### src/rtl/saturn_config_chain.sv
// Daisy-chained bus-module configuration controller: CONFIG/UNCNFG/RESET/C=ID commands and chip-select decode.
// Optional macro SATURN_CONFIG_PROTECT_EN rejects CONFIG base writes that overlap an already configured slot.
module saturn_config_chain #(
    parameter int                       NUM_SLOTS = 4,
    parameter logic [20*NUM_SLOTS-1:0]  SLOT_IDS  = 80'h00019_00003_00005_00007
) (
    input  logic                 i_clk,
    input  logic                 i_reset,
    input  logic                 i_clk_en,
    input  logic                 i_cmd_valid,
    output logic                 o_cmd_ready,
    input  logic [1:0]           i_cmd,
    input  logic [19:0]          i_cmd_addr,
    input  logic [19:0]          i_bus_addr,
    output logic [NUM_SLOTS-1:0] o_sel,
    output logic [19:0]          o_id,
    output logic                 o_id_valid,
    output logic                 o_cfg_err,
    output logic                 o_all_cfg
);

    localparam logic [0:0] ST_IDLE = 1'b0;
    localparam logic [0:0] ST_EXEC = 1'b1;

    localparam logic [1:0] CMD_CONFIG = 2'b00;
    localparam logic [1:0] CMD_UNCNFG = 2'b01;
    localparam logic [1:0] CMD_RESET  = 2'b10;

    localparam logic [1:0] SL_UNCFG = 2'd0;
    localparam logic [1:0] SL_SIZED = 2'd1;
    localparam logic [1:0] SL_CFG   = 2'd2;

    logic [0:0]  state_q, state_d;
    logic [1:0]  cmd_q, cmd_d;
    logic [19:0] opnd_q, opnd_d;

    logic [1:0]  slot_st_q [NUM_SLOTS];
    logic [1:0]  slot_st_d [NUM_SLOTS];
    logic [19:0] mask_q    [NUM_SLOTS];
    logic [19:0] mask_d    [NUM_SLOTS];
    logic [19:0] base_q    [NUM_SLOTS];
    logic [19:0] base_d    [NUM_SLOTS];

    logic [19:0] id_q, id_d;
    logic        id_valid_q, id_valid_d;
    logic        cfg_err_q, cfg_err_d;
    logic        all_cfg_q, all_cfg_d;

    logic [NUM_SLOTS-1:0] tgt_oh;
    logic                 tgt_found;
    logic                 tgt_sized;
    logic [19:0]          tgt_mask;
    logic [19:0]          tgt_id;
    logic [19:0]          new_base;
    logic [NUM_SLOTS-1:0] unc_oh;
    logic [NUM_SLOTS-1:0] sel_oh;

    // Target is the first slot down the chain that is not yet fully configured.
    always_comb begin : target_search
        tgt_oh    = '0;
        tgt_found = 1'b0;
        tgt_sized = 1'b0;
        tgt_mask  = '0;
        tgt_id    = '0;
        for (int i = NUM_SLOTS - 1; i >= 0; i--) begin
            if (slot_st_q[i] != SL_CFG) begin
                tgt_oh    = '0;
                tgt_oh[i] = 1'b1;
                tgt_found = 1'b1;
                tgt_sized = (slot_st_q[i] == SL_SIZED);
                tgt_mask  = mask_q[i];
                tgt_id    = SLOT_IDS[20*i +: 20];
            end
        end
    end

    assign new_base = opnd_q & tgt_mask;

`ifdef SATURN_CONFIG_PROTECT_EN
    logic overlap;

    always_comb begin : overlap_check
        overlap = 1'b0;
        for (int j = 0; j < NUM_SLOTS; j++) begin
            if (slot_st_q[j] == SL_CFG &&
                ((base_q[j] ^ new_base) & mask_q[j] & tgt_mask) == 20'h00000) begin
                overlap = 1'b1;
            end
        end
    end
`endif

    always_comb begin : uncfg_match
        unc_oh = '0;
        for (int i = NUM_SLOTS - 1; i >= 0; i--) begin
            if (slot_st_q[i] == SL_CFG && ((opnd_q ^ base_q[i]) & mask_q[i]) == 20'h00000) begin
                unc_oh    = '0;
                unc_oh[i] = 1'b1;
            end
        end
    end

    // Overlapping windows resolve to the lowest-index slot.
    always_comb begin : sel_decode
        sel_oh = '0;
        for (int i = NUM_SLOTS - 1; i >= 0; i--) begin
            if (slot_st_q[i] == SL_CFG && ((i_bus_addr ^ base_q[i]) & mask_q[i]) == 20'h00000) begin
                sel_oh    = '0;
                sel_oh[i] = 1'b1;
            end
        end
    end

    always_comb begin : next_state
        state_d    = state_q;
        cmd_d      = cmd_q;
        opnd_d     = opnd_q;
        slot_st_d  = slot_st_q;
        mask_d     = mask_q;
        base_d     = base_q;
        id_d       = id_q;
        id_valid_d = id_valid_q;
        cfg_err_d  = cfg_err_q;
        all_cfg_d  = all_cfg_q;
        if (i_clk_en) begin
            id_valid_d = 1'b0;
            cfg_err_d  = 1'b0;
            if (state_q == ST_IDLE) begin
                if (i_cmd_valid) begin
                    state_d = ST_EXEC;
                    cmd_d   = i_cmd;
                    opnd_d  = i_cmd_addr;
                end
            end else begin
                state_d = ST_IDLE;
                case (cmd_q)
                    CMD_CONFIG: begin
                        if (!tgt_found) begin
                            cfg_err_d = 1'b1;
                        end else begin
                            for (int i = 0; i < NUM_SLOTS; i++) begin
                                if (tgt_oh[i]) begin
                                    if (!tgt_sized) begin
                                        mask_d[i]    = opnd_q;
                                        slot_st_d[i] = SL_SIZED;
                                    end else begin
`ifdef SATURN_CONFIG_PROTECT_EN
                                        if (overlap) begin
                                            slot_st_d[i] = SL_UNCFG;
                                            mask_d[i]    = '0;
                                            cfg_err_d    = 1'b1;
                                        end else begin
                                            base_d[i]    = new_base;
                                            slot_st_d[i] = SL_CFG;
                                        end
`else
                                        base_d[i]    = new_base;
                                        slot_st_d[i] = SL_CFG;
`endif
                                    end
                                end
                            end
                        end
                    end
                    CMD_UNCNFG: begin
                        for (int i = 0; i < NUM_SLOTS; i++) begin
                            if (unc_oh[i]) begin
                                slot_st_d[i] = SL_UNCFG;
                                mask_d[i]    = '0;
                                base_d[i]    = '0;
                            end
                        end
                    end
                    CMD_RESET: begin
                        for (int i = 0; i < NUM_SLOTS; i++) begin
                            slot_st_d[i] = SL_UNCFG;
                            mask_d[i]    = '0;
                            base_d[i]    = '0;
                        end
                    end
                    default: begin
                        // C=ID: tgt_id is already zero when every slot is configured.
                        id_d       = tgt_id;
                        id_valid_d = 1'b1;
                    end
                endcase
            end
            all_cfg_d = 1'b1;
            for (int i = 0; i < NUM_SLOTS; i++) begin
                if (slot_st_d[i] != SL_CFG) all_cfg_d = 1'b0;
            end
        end
    end

    always_ff @(posedge i_clk) begin
        if (i_reset) begin
            state_q    <= ST_IDLE;
            id_q       <= '0;
            id_valid_q <= 1'b0;
            cfg_err_q  <= 1'b0;
            all_cfg_q  <= 1'b0;
            for (int i = 0; i < NUM_SLOTS; i++) begin
                slot_st_q[i] <= SL_UNCFG;
                mask_q[i]    <= '0;
                base_q[i]    <= '0;
            end
        end else begin
            state_q    <= state_d;
            id_q       <= id_d;
            id_valid_q <= id_valid_d;
            cfg_err_q  <= cfg_err_d;
            all_cfg_q  <= all_cfg_d;
            slot_st_q  <= slot_st_d;
            mask_q     <= mask_d;
            base_q     <= base_d;
        end
    end

    // Latched command operands only matter in EXEC, so they carry no reset.
    always_ff @(posedge i_clk) begin
        cmd_q  <= cmd_d;
        opnd_q <= opnd_d;
    end

    assign o_cmd_ready = (state_q == ST_IDLE);
    assign o_sel       = sel_oh;
    assign o_id        = id_q;
    assign o_id_valid  = id_valid_q;
    assign o_cfg_err   = cfg_err_q;
    assign o_all_cfg   = all_cfg_q;

endmodule
### config.mk
export PLATFORM = sky130hd
export DESIGN_NAME = saturn_config_chain
export DESIGN_NICKNAME = d
export VERILOG_FILES = /design/src/rtl/saturn_config_chain.sv
export SDC_FILE = /design/constraint.sdc
export NUM_CORES = 1
export LEC_CHECK = 0
export ABC_AREA = 1
export BUFFER_PORTS_ARGS = -buffer_cell sky130_fd_sc_hd__buf_2
export CORE_ASPECT_RATIO = 0.6
export CORE_MARGIN = 2
export CORE_UTILIZATION = 25
export CTS_BUF_LIST = sky130_fd_sc_hd__clkbuf_2 sky130_fd_sc_hd__clkbuf_4 sky130_fd_sc_hd__clkbuf_8
export CTS_CLUSTER_DIAMETER = 100
export CTS_CLUSTER_SIZE = 20
export DETAILED_ROUTE_END_ITERATION = 8
export SLEW_MARGIN = 10
export SYNTH_ARGS = -nofsm -noshare
export SYNTH_HDL_FRONTEND = slang
export SYNTH_SLANG_ARGS = --single-unit
### constraint.sdc
create_clock -name i_clk -period 2.7 [get_ports i_clk]
set_input_delay 0.54 -clock i_clk [delete_from_list [all_inputs] [get_ports i_clk]]
set_output_delay 0.54 -clock i_clk [all_outputs]
set_load 0.03 [all_outputs]
==> metrics.md <==
| Metric | Value |
|---|---|
| Design area | 13440 um2 |
| Syn Area/Cell | 6.722 um2 |
| FP Rows | 58 |
| Grt ovf | 0 |
| Clk_skew | 0.02003 ns |
| Setup ws final | -0.2112 ns |
| Worst r2r src | opnd_q[3] |
| Largest net degree at the start of global routing | 101 |
| Nets | 1802 |
| Setup repair after global routing missed its margin | true |
| First-pass GRT wire length | 66650 um |
| Crit. End Element | output port |
| PwrDens | 469.7 nW/um2 |
| Worst path bufs/invs | 1 |
| Iter 0 DRT Violations | 1685 |
| Arr. time, crit path | 2.37 ns |
| Delay-heaviest family, CP | simple AND/OR/NAND/NOR gates |
| Die area | 45020 um2 |
| Status | finished with violations |
| FFs w/ async S/R, synth | 0 |
| Vias in the first global route | 10720 |
| # IOs | 74 |
| TritonCTS Buffers | 17 |
| Total GRT Usage | 0.2008 |
| RePlAce Congestion | 0.9599 |
| Synth top cells by count | nand2_1 (332), a21oi_1 (220), o21ai_0 (204) |
| # hold bufs at CTS | 0 |
| Failing checks | negative setup slack |
| Post-synth EDFFs | 22 |
| Crit share post-route | 1.078 |
| Die X | 272.6 um |
| Clk_lat worst skew | 0.51 ns |
| Ys flop type | dfxtp_1 |
| CP max FO | 3 |
| Clk buf depth | 2 |
| Sum Neg Setup Slack | -0.3817 ns |
| Setup Viol. Count Final | 4 |
| CTS Root Buffer Type | clkbuf_8 |
| Initial antenna violation count | 5 |
| Post-place setup slack | -1.120 ns |
| Core Area | 42310 um2 |
| Cell Area, Synth | 10820 um2 |
| Clock transition at path regs | 0.11 ns |
| DR DRC count | 0 |
| Area Overhead vs Synth | 24.18% |
| Hold slack | 0.1955 ns |
| Worst Setup SP | base_q[17] |
| Crit path largest cell delay | 0.36 ns |
| Crit-path cells | o21ai_4 -> o2111ai_4 -> nor4_4 -> nand2_1 -> nor4b_4 -> buf_6 |
| Average wire per standard cell | 19.93 um |
| Placed cell areas | 12440 um2 |
| Vias per cell | 5.142 |
| Starting density of the core | 0.2558 |
| Ys Warns | 0 |
| Minimum clock period | 2.911 ns |
| Hold Startpoint | i_cmd_addr[7] |
| Mapped Cells | 1610 |
| Cell with the most instances after synthesis | nand2_1 |
| CP Launch Type | flop |
| WP data required | 2.16 ns |
| CP Class | flop to output port |
| Pleak | 0.005440 uW |
| Share of layout cells above drive strength 1 | 0.2012 |
| Final wirelength | 46590 um |
| Sequential area share after synthesis | 0.3866 |
| Post-Place Cells | 2283 |
| Final Hold Violating Endpoints | 0 |
| Synth top area cells | dfxtp_1 (33%), nand2_1 (12%), a21oi_1 (10%), o21ai_0 (9.4%), inv_1 (6.9%) |
| Area leader, netlist | dfxtp_1 |
| Hpwl dp | 33150 um |
| Synth cell types | 42 |
| Length of the first detailed-routing pass in iterations | 7 |
| Worst hold-check path type | input pin to flop |
| Max-cap viol count | 0 |
| PortBufs | 58 |
| Max IR drop VDD | 0.3268 mV |
| Antenna-violating nets left | 0 |
| CP max-delay cell | nor4b_4 |
| Final Max Tran Viols | 0 |
| Relative slew slack | 0.3420 |
| Slew of the pin with the lowest slew margin | 0.9860 ns |
| Vias post-DR | 12020 |
| Synth Register Bits | 198 |
| CTS tree | done |
| F_max | 343.5 MHz |
| Yosys top cell area share | 0.3256 |
| Die height | 165.2 um |
| H-tree depth | 4 |
| Post-Layout Cell Count | 2338 |
| Clock Sink Count | 198 |
-- flip-flops by register name, indices dropped and copies added (netlist names) --
signal	cells
base_q	80
mask_q	80
opnd_q	20
slot_st_q	8
o_id	4
cmd_q	2
o_all_cfg	1
o_cfg_err	1
o_id_valid	1
state_q	1
-- kinds of logic (layout without fill, tap and decap cells) --
group / count (synthesis) / in the layout / share of synthesized area
buffers and inverters: 301 / 440 / 0.1159
xor gates and xnor gates: 7 / 7 / 0.005666
AOI/OAI and AO/OA: 504 / 504 / 0.2573
other: 1 / 19 / 0.0003465
adders and majority gates: 5 / 5 / 0.005781
and+or+nand+nor: 594 / 595 / 0.2285
DFF: 198 / 198 / 0.3866
-- final timing paths --
| path | endpoint | cells after the start | slack (ns) |
|---|---|---|---|
| min reg2reg | o_all_cfg | 2 | 0.48 |
| min | opnd_q[7] | 1 | 0.20 |
| max reg2reg | base_q[9] | 13 | 0.09 |
| max | o_sel[3] | 6 | -0.21 |
-- timing repair --
action | CTS | global route
pin swaps | 18 | 25
buffers inserted | 6 | 13
gates resized for setup | 62 | 74
endpoints found under the hold margin | 0 | 0
cloned | 1 | 2
setup endpoints to repair | 6 | 79
-- final cells by class --
type | instances | area [um2]
antenna | 4 | 10.01
inverter | 217 | 824.5
timing repair buffer | 191 | 1474
sequential | 198 | 4220
clock inverter | 7 | 98.84
clock buffer | 25 | 306.5
multi-input combinational | 1126 | 5791
tap | 570 | 713.2
fill | 4561 | 28870
-- layout by cell type (no fill, tap or decap), drive strengths merged --
| cell | netlist | final |
|---|---|---|
| a211oi | 5 | 5 |
| buf | 38 | 189 |
| o221ai | 21 | 21 |
| a32o | 4 | 4 |
| o21ai | 215 | 215 |
| diode | 0 | 4 |
| a22oi | 2 | 2 |
| nand4 | 14 | 14 |
| a21boi | 1 | 1 |
| a31oi | 1 | 1 |
| edfxtp | 22 | 22 |
| nand2 | 339 | 339 |
| nor2 | 131 | 132 |
| a221oi | 19 | 19 |
| a21oi | 223 | 223 |
| o21a | 2 | 2 |
| inv | 217 | 215 |
| nor4 | 5 | 5 |
| o2111ai | 3 | 3 |
| xor2 | 4 | 4 |
| bufinv | 0 | 2 |
| nand3 | 100 | 100 |
| clkinvlp | 0 | 5 |
| conb | 1 | 15 |
| o211ai | 7 | 7 |
| ha | 5 | 5 |
| nor4b | 1 | 1 |
| nor3 | 4 | 4 |
| dfxtp | 176 | 176 |
| clkbuf | 46 | 27 |
| o22ai | 1 | 1 |
| clkinv | 0 | 2 |
| xnor2 | 3 | 3 |
-- per-stage QoR --
| stage | utilization | power [uW] |
|---|---|---|
| final | 0.3176 | 6311 |
| after detailed placement | 0.2941 | 4188 |
| after floorplan | - | 3766 |
| after CTS | 0.3091 | 6265 |
| after global placement | 0.2941 | 4181 |
| after global routing | 0.3176 | 6558 |
-- power breakdown --
part           leakage, uW  switching [uW]  internal (uW)  total (uW)
Clock             0.000197            1130            936        2070
Combinational      0.00360             712            357        1070
Sequential         0.00164             106           3070        3180
-- worst reg2reg max path: stages (launching register included) --
cell        delay, ns
edfxtp_1         0.47
o21ai_0          0.52
nand3_1          0.16
nor2_1           0.20
nand2_1          0.10
buf_4            0.16
nand2_1          0.08
o21ai_2          0.09
nand2_2          0.11
inv_2            0.04
nand2_2          0.12
clkinvlp_4       0.26
nand2_1          0.13
a21oi_1          0.06
-- per-layer routing --
layer | part of all wire | GRT usage | routed length, um | vias to the layer above
met1 | 0.46 | 0.3022 | 21450 | 5615
met4 | 0.020 | 0.06094 | 950 | 2
li1 | - | - | - | 5645
met2 | 0.38 | 0.2592 | 17690 | 694
met5 | 0.00028 | 0 | 13 | -
met3 | 0.14 | 0.06998 | 6479 | 67
(Power assumes the default switching activity.)
